$ cat src/rtl/spi_audio_rx.sv
// SPI-style serial audio receiver: synchronises an external SCLK/MOSI/frame-select
// into clk_25mhz, assembles WORD_W-bit words and presents them with a ready/ack handshake.
module spi_audio_rx #(
    parameter int WORD_W      = 16,
    parameter int NUM_CH      = 2,
    parameter int MSB_FIRST   = 1,
    parameter int SYNC_STAGES = 2,
    localparam int CH_W       = (NUM_CH > 1) ? $clog2(NUM_CH) : 1
) (
    input  logic              clk_25mhz,
    input  logic              reset,
    input  logic              sclk_in,
    input  logic              mosi_in,
    input  logic              active,
    input  logic              data_ack,
    output logic [WORD_W-1:0] audio_out,
    output logic [CH_W-1:0]   channel_out,
    output logic              data_ready,
    output logic              overrun,
    output logic              frame_error
);

    localparam int BC_W = $clog2(WORD_W);

    typedef enum logic {S_IDLE, S_RECV} state_t;

    state_t                 r_state;
    state_t                 w_state_next;
    logic [SYNC_STAGES-1:0] r_sclk_sync;
    logic [SYNC_STAGES-1:0] r_mosi_sync;
    logic [SYNC_STAGES-1:0] r_act_sync;
    logic                   r_sclk_prev;
    logic [BC_W-1:0]        r_bit_cnt;
    logic [CH_W-1:0]        r_ch_cnt;
    logic [WORD_W-1:0]      r_shift;
    logic [WORD_W-1:0]      r_audio;
    logic [CH_W-1:0]        r_channel;
    logic                   r_ready;
    logic                   r_overrun;
    logic                   r_frame_err;

    logic                   w_sclk;
    logic                   w_mosi;
    logic                   w_act;
    logic                   w_sclk_rise;
    logic                   w_start;
    logic                   w_shift;
    logic                   w_load;
    logic                   w_ferr;
    logic                   w_leave;
    logic [WORD_W-1:0]      w_sr_next;

    assign w_sclk      = r_sclk_sync[SYNC_STAGES-1];
    assign w_mosi      = r_mosi_sync[SYNC_STAGES-1];
    assign w_act       = r_act_sync[SYNC_STAGES-1];
    assign w_sclk_rise = w_sclk & ~r_sclk_prev;

    always_ff @(posedge clk_25mhz or posedge reset) begin
        if (reset) begin
            r_sclk_sync <= '0;
            r_mosi_sync <= '0;
            r_act_sync  <= '0;
            r_sclk_prev <= 1'b0;
        end else begin
            r_sclk_sync <= {r_sclk_sync[SYNC_STAGES-2:0], sclk_in};
            r_mosi_sync <= {r_mosi_sync[SYNC_STAGES-2:0], mosi_in};
            r_act_sync  <= {r_act_sync[SYNC_STAGES-2:0], active};
            r_sclk_prev <= w_sclk;
        end
    end

    always_ff @(posedge clk_25mhz or posedge reset) begin
        if (reset) r_state <= S_IDLE;
        else       r_state <= w_state_next;
    end

    // Frame end takes priority over a coincident SCLK rise: the bit is dropped.
    always_comb begin
        w_state_next = r_state;
        w_start      = 1'b0;
        w_shift      = 1'b0;
        w_load       = 1'b0;
        w_ferr       = 1'b0;
        w_leave      = 1'b0;
        case (r_state)
            S_IDLE: begin
                if (w_act) begin
                    w_state_next = S_RECV;
                    w_start      = 1'b1;
                end
            end
            S_RECV: begin
                if (!w_act) begin
                    w_state_next = S_IDLE;
                    w_leave      = 1'b1;
                    w_ferr       = (r_bit_cnt != '0);
                end else if (w_sclk_rise) begin
                    w_shift = 1'b1;
                    w_load  = (r_bit_cnt == BC_W'(WORD_W - 1));
                end
            end
            default: w_state_next = S_IDLE;
        endcase
    end

    always_comb begin
        if (MSB_FIRST != 0) w_sr_next = {r_shift[WORD_W-2:0], w_mosi};
        else                w_sr_next = {w_mosi, r_shift[WORD_W-1:1]};
    end

    always_ff @(posedge clk_25mhz or posedge reset) begin
        if (reset) begin
            r_bit_cnt   <= '0;
            r_ch_cnt    <= '0;
            r_shift     <= '0;
            r_audio     <= '0;
            r_channel   <= '0;
            r_ready     <= 1'b0;
            r_overrun   <= 1'b0;
            r_frame_err <= 1'b0;
        end else begin
            if (w_start) begin
                r_bit_cnt <= '0;
                r_ch_cnt  <= '0;
            end else if (w_leave) begin
                r_bit_cnt <= '0;
            end else if (w_shift) begin
                r_shift <= w_sr_next;
                if (w_load) begin
                    r_bit_cnt <= '0;
                    r_audio   <= w_sr_next;
                    r_channel <= r_ch_cnt;
                    r_ch_cnt  <= (r_ch_cnt == CH_W'(NUM_CH - 1)) ? '0 : r_ch_cnt + 1'b1;
                end else begin
                    r_bit_cnt <= r_bit_cnt + 1'b1;
                end
            end

            if (w_load)        r_ready <= 1'b1;
            else if (data_ack) r_ready <= 1'b0;

            r_overrun   <= w_load & r_ready & ~data_ack;
            r_frame_err <= w_ferr;
        end
    end

    assign audio_out   = r_audio;
    assign channel_out = r_channel;
    assign data_ready  = r_ready;
    assign overrun     = r_overrun;
    assign frame_error = r_frame_err;

endmodule

$ cat config.mk
export PLATFORM = sky130hd
export DESIGN_NAME = spi_audio_rx
export DESIGN_NICKNAME = d
export VERILOG_FILES = /design/src/rtl/spi_audio_rx.sv
export SDC_FILE = /design/constraint.sdc
export NUM_CORES = 1
export LEC_CHECK = 0
export BUFFER_PORTS_ARGS = -buffer_cell sky130_fd_sc_hd__buf_2
export CORE_MARGIN = 2
export CORE_UTILIZATION = 42
export CTS_CLUSTER_DIAMETER = 200
export DETAILED_ROUTE_END_ITERATION = 7
export PLACE_DENSITY = 0.72
export REMOVE_ABC_BUFFERS = 1
export SYNTH_ARGS = -nofsm -noshare
export SYNTH_HDL_FRONTEND = slang
export SYNTH_SLANG_ARGS = --single-unit
$ cat constraint.sdc
create_clock -name clk_25mhz -period 1.7 [get_ports clk_25mhz]
set_clock_uncertainty 0.15 [all_clocks]
set_input_delay 0.34 -clock clk_25mhz [delete_from_list [all_inputs] [get_ports clk_25mhz]]
set_output_delay 0.34 -clock clk_25mhz [all_outputs]
set_load 0.01 [all_outputs]
# Word level (Yosys, flattened, before mapping)
# Index checks and enable logic that the tools add are counted.
# Widths: inputs -> output; s select.
# word_totals
regBits	48
latchBits	0
mem_bits_rw	0
rom_bits	0
input_bits	6
output_inout_bits	20
word_cells	55
mem_count	0
# classes
n_addsub	2
mul	0
div_mod_pow	0
order_cmp	0
n_eq_ne	2
n_shift	0
n_mux	23
n_bitwise	7
reduce_logical	8
# op_table
operator	count
$mux 1	19
$mux 4	4
$reduce_and 3->1	2
$reduce_bool 2->1	3
$add 4x1->4 const B	1
$eq 4x4->1 const B	1
$not 1->1	4
$reduce_and 4->1	1
$reduce_bool 4->1	1
$and 1x1->1	3
$reduce_bool 3->1	1
$ne 2x2->1 const B	1
$add 1x1->1 const B	1

# Depth between registers and ports, before layout
# Gate-level depths: netlist of run 1.
# logic_depth
ltp_word	9
mapped_depth	5
mapped_depth_nobuf	5

# Worst setup path after synthesis of run 1
# OpenSTA, ideal clock, no wires.
# synth_timing
path_kind	register to register
from	register r_bit_cnt[0]
to	register r_audio[0], in the netlist audio_out[0]
setup_ns	0.125
t_arrival_ns	1.428
t_required_ns	1.425
path_slack_ns	-0.003
stages_incl_launch_ff	6
path_buffers	1
synth_period_minus_slack_ns	1.703
path_cell_list	dfrtp_1 ha_1 and3_1 nand3_4 buf_6 mux2_4
# synth_via
elab_chain_len	5
# synth_lines
item	line_no	rtl
start: declaration	33	logic [BC_W-1:0] r_bit_cnt;
start signal: assignment	135	r_bit_cnt <= r_bit_cnt + 1'b1;
$eq 4x4->1	99	w_load = (r_bit_cnt == BC_W'(WORD_W - 1));
$mux 1	97	end else if (w_sclk_rise) begin
$mux 1	93	if (!w_act) begin
$mux 1	85	case (r_state)
$reduce_and 4->1 (no line)	-	
end signal: assignment	131	r_audio <= w_sr_next;
end: declaration	36	logic [WORD_W-1:0] r_audio;
# No other way between the ends.
# A chain may end at the register's enable or synchronous reset.

# Worst setup path in the final report of run 1
# layout_timing
from	register r_state
to	register r_audio[1], in the netlist audio_out[1]
# layout_via
elab_chain_len	3
elab_cells_between_ends	7
classes_between	mux: 4; bitwise: 2; reduce/logical: 1
# layout_lines
item	line_no	rtl
start: declaration	27	state_t r_state;
start signal: assignment	74	else r_state <= w_state_next;
$mux 1	85	
$not 1->1 (no line)	-	
$reduce_and 4->1 (no line) *	-	
# Every way passes the cells marked *; elsewhere a longest branch is shown, timed or not.

==> results of run 1 <==
-- power groups by stage --
stage	Sequential [mW]	Clock [mW]	Combinational, mW
3_5_place_dp	1.22	0	0.100
6_report	1.20	0.697	0.115
4_1_cts	1.20	0.718	0.108
5_1_grt	1.20	0.759	0.128
2_1_floorplan	1.21	0	0.0619
3_3_place_gp	1.22	0	0.0959
-- routing by layer --
layer / track usage, % / up-vias / wire (um)
met5: 0 / - / 0
li1: - / 537 / -
met4: 11.32 / 0 / 131
met2: 19.14 / 43 / 1562
met1: 16.82 / 571 / 1427
met3: 2.954 / 9 / 138
-- registers in the layout, summed over array words and instances, names as in the netlist, 2 cells and up --
signal / cells
r_shift: 15
r_bit_cnt: 4
r_mosi_sync: 2
audio_out: 16
r_act_sync: 2
r_sclk_sync: 2
-- tightest hold or removal path, delay by kind of cell --
kind | cells | cell delay (ns)
simple gates | 2 | 0.16
buf+inv | 1 | 0.07
-- through the flow --
stage / area, sq um / std cells / hold WS [ns]
5_1_grt: 2392 / 225 / 0.1730
6_report: 2392 / 225 / 0.1518
3_3_place_gp: 2160 / 209 / 0.1867
4_1_cts: 2321 / 223 / 0.1591
3_5_place_dp: 2160 / 209 / 0.1865
2_1_floorplan: 1897 / 124 / 0.1812
-- timing repair --
action / 4_1_cts / 5_1_grt
hold buffers: 4 / 0
pin swaps: 1 / 1
endpoints found under the setup margin: 17 / 34
setup buffers: 2 / 1
resized for setup: 0 / 9
hold endpoints to repair: 51 / 0
gates cloned: 0 / 1
-- cells by family after synthesis --
logic type | after synthesis | synth area share (%)
multiplexers | 32 | 20.61
buffers and inverters | 9 | 2.916
adder cells (fa/ha/maj) | 4 | 2.592
flip-flops | 48 | 62.22
AND/OR/NAND/NOR | 23 | 7.714
AO/OA/AOI/OAI | 11 | 3.954
-- worst max path at each step --
stage,end,slack (ns),cells past startpoint
after floorplan,audio_out[0]$_DFFE_PP0P_,-0.0005,3
after global placement,audio_out[2]$_DFFE_PP0P_,-0.06,4
after detailed placement,audio_out[0]$_DFFE_PP0P_,-0.10,4
after CTS,audio_out[2]$_DFFE_PP0P_,-0.02,5
after global routing,audio_out[1]$_DFFE_PP0P_,-0.007,4
final,audio_out[1]$_DFFE_PP0P_,0.03,5
-- cells in the final DEF, fill, tap and decap left out, drive strengths merged, types with 2 or more instances in the layout --
master       netlist  final
a21oi              3      3
buf                3     36
clkbuf             0      8
dfrtp             48     48
dlygate4sd3        0      4
ha                 4      4
inv                6      6
mux2              32     32
nand2              6      6
nand2b             2      2
nand3              4      4
nor2               2      2
o21ai              2      2
-- area by class of cell --
class | count | area [sq um]
Clock buffer | 7 | 86.33
Multi-Input combinational cell | 70 | 706.9
Timing Repair Buffer | 41 | 301.5
Fill cell | 384 | 1992
Inverter | 6 | 22.52
Sequential cell | 48 | 1202
Clock inverter | 1 | 7.507
Tap cell | 52 | 65.06
==> results_dict.tcl, run 1 <==
set metrics [dict create \
    status "finished clean" \
    overflow 0 \
    htree_levels 2 \
    drv_slew 0 \
    grt_pass1_wl_mm 4.974 \
    critPathLaunch "r_state$_DFF_PP0_" \
    critical_path.max_stage_delay_ns 0.41 \
    vdd_ir_drop_max_mv 0.6518 \
    chipWidth_um 71.80 \
    yosys_warnings 0 \
    port_buffers 25 \
    synth_seq_cells 48 \
    drc_errors 0 \
    wl_per_cell_um 14.48 \
    reg2reg_from "r_state$_DFF_PP0_" \
    max_freq_mhz 600.3 \
    fin_crit_sh_pct 98.00 \
    ys_seq_area_share_pct 62.22 \
    tns_ns 0 \
    avgSynthCellArea_sq_um 15.20 \
    cts_buffers 5 \
    p_comb_share_pct 5.7 \
    io-pin-count 26 \
    gp_congestion 0.8740 \
    pre_cts_ws_ns -0.1017 \
    cpLargestDelayFamily "flip-flops" \
    async_flop_share_pct 100.0 \
    min_from "data_ack" \
    maxCapViolCount 0 \
    clkPwrFrac_pct 34.7 \
    synth_cells 127 \
    cp_slowest_cell "dfrtp_1" \
    die_area_sq_um 5155 \
    hold_viol_final 0 \
    syn2layout_area_growth_pct 23.91 \
    drtPass1Iterations 4 \
    ys.flop_type "dfrtp_1" \
    critical_path_class "flip-flop to flip-flop" \
    initial_core_util_pct 44.04 \
    path_buf_inv 2 \
    cts_root_buf "clkbuf_8" \
    timing.reg2reg.setup_slack_ns 0.03 \
    slew_headroom_pct 82.72 \
    postRouteAntennaNets 0 \
    r2r_end "audio_out[1]$_DFFE_PP0P_" \
    antenna_found_initial 0 \
    routed_via_density 5.156 \
    die_h_um 71.80 \
    cts_sinks 48 \
    dp_hpwl_mm 2.103 \
    drt_iter0_markers 54 \
    whs_path_depth 3 \
    worst_pin_slew_ns 0.2558 \
    grt_max_degree 49 \
    std_cell_rows 24 \
    totalWireLength_mm 3.259 \
    cp-end-kind "flip-flop" \
    pwr_density_cell_nw_per_um2 840.0 \
    min_period_ns 1.666 \
    setup_viol_count_final 0 \
    synth_edf_count 0 \
    cp-start-kind "flip-flop" \
    grt_pass1_vias 1077 \
    grtUsageTotal_pct 13.25 \
    insertion_delay_ns 0.30 \
    intPower_mw 1.564 \
    core_area_sq_um 4384 \
    synth_top_area_share_pct 62.22 \
    hold_path_end "overrun$_DFF_PP0_" \
    synthTopCellsByArea "dfrtp_1 62%, mux2_2 13%, mux2_4 7.8%, ha_1 2.6%, buf_6 1.7%" \
    leakage_nw 1.276 \
    yosys.cell_count.top_type "dfrtp_1" \
    finalNetCount 182 \
    drive_gt1_share_pct 49.71 \
    final_core_util_pct 54.57 \
    num_vias 1160 \
    clk_pin_slew_ns 0.08 \
    synth_cell_types 29 \
    yosysTopAreaCell "dfrtp_1" \
    setup_ws_ns 0.03407 \
    hold_class "input pin to flip-flop" \
    cp.arrival_ns 1.70 \
    antenna_cells 0 \
    r2r_cells 5 \
    syn_area_sq_um 1931 \
    switching_share_pct 22.16 \
    synth_commonest_cells "48 x dfrtp_1, 22 x mux2_2, 10 x mux2_4" \
    critical_path.max_fanout 8 \
    power_switching_uw 445.4 \
    finalPower_mw 2.010 \
    cts.path.max_buffers 2 \
    cp_cell_sequence "inv_1 -> ha_4 -> nand3_4 -> clkbuf_16 -> mux2_4" \
    required_ns 1.74 \
    cts_tree "yes" \
    p_seq_share_pct 59.6 \
]
Note: power is estimated with default switching activity, not from simulation.
==> run 2: changes to the inputs <==
Settings changed: CORE_UTILIZATION 42 to 50, CTS_BUF_LIST set to sky130_fd_sc_hd__clkbuf_16, PLACE_DENSITY 0.72 to 0.82.
==> results_dict.tcl, run 2 (synthesis results as in run 1) <==
set metrics [dict create \
    fill_cells 285 \
    leakage_nw 1.281 \
    finalNetCount 178 \
    clk_pin_slew_ns 0.06 \
    cts_tree "yes" \
    multiInputGateArea_sq_um 700.7 \
    hold_viol_final 0 \
    gr-usage-met3_pct 5.281 \
    gp_congestion 0.8106 \
    hold_ws_ns 0.01141 \
    reg2reg_from "r_state$_DFF_PP0_" \
    io-pin-count 26 \
    die_h_um 66.14 \
    grtUsageTotal_pct 18.03 \
    pre_cts_ws_ns -0.05509 \
    cp_slowest_cell "dfrtp_1" \
    cts_sinks 48 \
    slew_headroom_pct 75.64 \
    setup_viol_count_final 0 \
    critical_path_class "flip-flop to flip-flop" \
    top_usage_layer "met2" \
    cp-end-kind "flip-flop" \
    die_area_sq_um 4375 \
    grt_max_degree 49 \
    cts.path.max_buffers 2 \
    cts_buffers 5 \
    drc_errors 0 \
    syn2layout_area_growth_pct 23.91 \
    required_ns 1.72 \
    chipWidth_um 66.14 \
    totalWireLength_mm 3.618 \
    final_core_util_pct 64.86 \
    pwr_density_cell_nw_per_um2 944.7 \
    drive_gt1_share_pct 50.89 \
    min_from "sclk_in" \
    maxCapViolCount 0 \
    cp-start-kind "flip-flop" \
    drtPass1Iterations 5 \
    critical_path.max_fanout 6 \
    core_area_sq_um 3689 \
    worst_pin_slew_ns 0.3622 \
    hold_class "input pin to flip-flop" \
    std_cell_rows 22 \
    layout_common_cells "47 x dfrtp_1, 25 x buf_2, 22 x mux2_2" \
    grt_pass1_wl_mm 5.678 \
    antenna_cells 0 \
    drt_iter0_markers 54 \
    setup_ws_ns 0.03960 \
    grt_pass1_vias 1150 \
    port_buffers 25 \
    fin_crit_sh_pct 97.67 \
    status "finished clean" \
    postRouteAntennaNets 0 \
    max_freq_mhz 602.3 \
    overflow 0 \
    critical_path.max_stage_delay_ns 0.42 \
    critPathLaunch "r_state$_DFF_PP0_" \
    dp_hpwl_mm 2.314 \
    antenna_found_initial 0 \
    cp_cell_sequence "inv_2 -> ha_4 -> nand3_4 -> clkbuf_16 -> mux2_4" \
    finalPower_mw 2.260 \
    vdd_ir_drop_max_mv 0.7483 \
    min_period_ns 1.660 \
    final-seq-area_sq_um 1202 \
    drv_slew 0 \
    cts_root_buf "clkbuf_16" \
    grt.met1_usage_pct 21.41 \
    met2_usage_pct 30.38 \
    num_vias 1130 \
    htree_levels 2 \
    largest_reg_flops 16 \
    wl_per_cell_um 16.67 \
    r2r_cells 5 \
    whs_path_depth 1 \
    mostFrequentLayoutCell "dfrtp_1" \
    initial_core_util_pct 52.34 \
    insertion_delay_ns 0.29 \
    routed_via_density 5.207 \
    cp.arrival_ns 1.68 \
]
## run 2: path summary, 6_finish.rpt
check / to / slack (ns)
max reg2reg: audio_out[1]$_DFFE_PP0P_ / 0.04
min: r_sclk_sync[0]$_DFF_PP0_ / 0.01
min reg2reg: r_sclk_sync[1]$_DFF_PP0_ / 0.20
max in group asynchronous: r_act_sync[1]$_DFF_PP0_ / 0.67
max: audio_out[1]$_DFFE_PP0P_ / 0.04
min in group asynchronous: r_shift[9]$_DFFE_PP0P_ / 0.49
## run 2: final cells by class
class,count,area share [%]
Sequential cell,48,50.26
Multi-Input combinational cell,70,29.29
Timing Repair Buffer,37,11.04
Clock buffer,5,5.230
Tap cell,48,2.510
Inverter,6,0.9414
Clock inverter,3,0.7322
## run 2: power breakdown
group / internal, mW / switching, mW
combinational: 0.0513 / 0.0533
clock: 0.542 / 0.412
sequential: 1.18 / 0.0256
total: 1.77 / 0.491
## run 2: layer usage
layer	part of all wire [%]	up-vias
met5	0	-
met4	2.0	0
met3	4.3	9
met2	52	36
met1	42	557
li1	-	528
## run 2: per-stage QoR
step / std cells / instance area [sq um] / TNS, ns
6_report: 217 / 2392 / 0
5_1_grt: 217 / 2392 / -0.04300
4_1_cts: 215 / 2347 / 0
3_5_place_dp: 205 / 2167 / -0.8161
3_3_place_gp: 205 / 2167 / 0
2_1_floorplan: 124 / 1897 / -0.005336
## run 2: timing repair
action                     CTS  global route
buffers inserted             1             1
hold endpoints to repair    48             0
cloned                       0             1
gates resized for setup      4             4
setup endpoints to repair   33             9
hold buffers                 1             0
## run 2: critical path: cells and delay by family, from the launching register on
kind	cells	cell delay [ns]
flops	1	0.42
fa+ha+maj	1	0.30
mux	1	0.29
buf+inv	2	0.27
simple gates	1	0.11
==> run 3: changes to the inputs <==
Settings changed: CTS_CLUSTER_DIAMETER 200 to 50, REMOVE_ABC_BUFFERS 1 to unset.
Clock period 1.7 ns to 1.4 ns, I/O delays scaled along.
==> results_dict.tcl, run 3 (synthesis results as in run 1) <==
set metrics [dict create \
    cts_sinks 48 \
    worst_pin_slew_ns 0.2730 \
    cts_root_buf "clkbuf_16" \
    hold_class "input pin to flip-flop" \
    grt_max_degree 49 \
    die_area_sq_um 4375 \
    num_vias 1205 \
    critical_path_class "flip-flop to flip-flop" \
    setup_ws_ns -0.1928 \
    std_cell_rows 22 \
    vdd_ir_drop_max_mv 0.8835 \
    die_h_um 66.14 \
    drive_gt1_share_pct 55.91 \
    fin_crit_sh_pct 113.8 \
    chipWidth_um 66.14 \
    rsz0062_at_grt "true" \
    cp.arrival_ns 1.61 \
    insertion_delay_ns 0.28 \
    routed_via_density 5.150 \
    hold_viol_final 0 \
    pwr_density_cell_nw_per_um2 1059 \
    gp_congestion 0.7708 \
    antenna_cells 0 \
    cp-start-kind "flip-flop" \
    largest_reg_flops 16 \
    grtUsageTotal_pct 20.28 \
    cp-end-kind "flip-flop" \
    grt_pass1_wl_mm 6.458 \
    whs_path_depth 3 \
    port_buffers 25 \
    drv_slew 0 \
    io-pin-count 26 \
    final_core_util_pct 71.03 \
    critical_path.max_fanout 15 \
    clk_pin_slew_ns 0.06 \
    violations "negative setup slack" \
    drt_iter0_markers 56 \
    totalWireLength_mm 3.845 \
    cts.path.max_buffers 2 \
    antenna_found_initial 0 \
    slew_headroom_pct 81.78 \
    r2r_cells 4 \
    leakage_nw 1.413 \
    finalNetCount 195 \
    initial_core_util_pct 52.34 \
    syn2layout_area_growth_pct 35.71 \
    grt_pass1_vias 1303 \
    finalPower_mw 2.775 \
    min_period_ns 1.593 \
    cts_tree "yes" \
    cts_buffers 5 \
    required_ns 1.42 \
    tns_ns -5.691 \
    status "finished with violations" \
    drc_errors 0 \
    htree_levels 2 \
    overflow 0 \
    max_freq_mhz 627.8 \
    maxCapViolCount 0 \
    setup_viol_count_final 37 \
    layout_common_cells "47 x dfrtp_1, 28 x mux2_4, 25 x buf_2" \
    mostFrequentLayoutCell "dfrtp_1" \
    core_area_sq_um 3689 \
    dp_hpwl_mm 2.415 \
    pre_cts_ws_ns -0.2434 \
    drtPass1Iterations 4 \
    postRouteAntennaNets 0 \
    syn_nets 137 \
    wl_per_cell_um 16.43 \
]
[run 3: per-layer routing]
layer / share of wire (%) / global-route usage [%]
met5: 0 / 0
met4: 1.4 / 6.888
met3: 3.5 / 4.940
met2: 53 / 35.38
met1: 42 / 24.43
[run 3: final timing paths]
kind                                               from  slack (ns)                        to
worst max-delay path                  r_state$_DFF_PP0_       -0.19    r_shift[9]$_DFFE_PP0P_
worst min register to register  r_act_sync[0]$_DFF_PP0_        0.20   r_act_sync[1]$_DFF_PP0_
min in group asynchronous                         reset        0.45  audio_out[6]$_DFFE_PP0P_
worst min-delay path                           data_ack        0.11         overrun$_DFF_PP0_
max in group asynchronous                         reset        0.42   r_act_sync[1]$_DFF_PP0_
worst max register to register        r_state$_DFF_PP0_       -0.19    r_shift[9]$_DFFE_PP0P_
[run 3: worst max-delay path, cell delays in order (launching register included)]
cell	delay (ns)
dfrtp_1	0.40
inv_2	0.09
ha_4	0.22
nand2_4	0.23
mux2_2	0.38
[run 3: where the power goes]
group | leakage (nW) | switching, mW | internal, mW
logic | 0.696 | 0.0810 | 0.104
clock network | 0.0687 | 0.481 | 0.648
registers | 0.648 | 0.0328 | 1.43
total | 1.41 | 0.595 | 2.18
[run 3: through the flow]
| step | std cells | hold slack (ns) | cell area [sq um] |
|---|---|---|---|
| 3_3_place_gp | 213 | 0.1831 | 2283 |
| 3_5_place_dp | 213 | 0.1847 | 2283 |
| 4_1_cts | 232 | 0.1212 | 2584 |
| 2_1_floorplan | 127 | 0.1596 | 2007 |
| 6_report | 234 | 0.1141 | 2620 |
| 5_1_grt | 234 | 0.1366 | 2620 |
[run 3: timing repair]
| action | CTS | global route |
|---|---|---|
| hold buffers | 4 | 0 |
| setup buffers | 7 | 2 |
| endpoints found under the hold margin | 51 | 0 |
| pin swaps | 3 | 2 |
| setup endpoints to repair | 38 | 37 |
| resized for setup | 17 | 6 |
[run 3: final cells by class]
cell class,count,area (sq um)
sequential,48,1202
fill,249,1069
multi-input combinational,70,799.5
timing repair buffer,54,391.6
clock buffer,5,125.1
tap,48,60.06
inverter,6,26.28
clock inverter,3,15.01
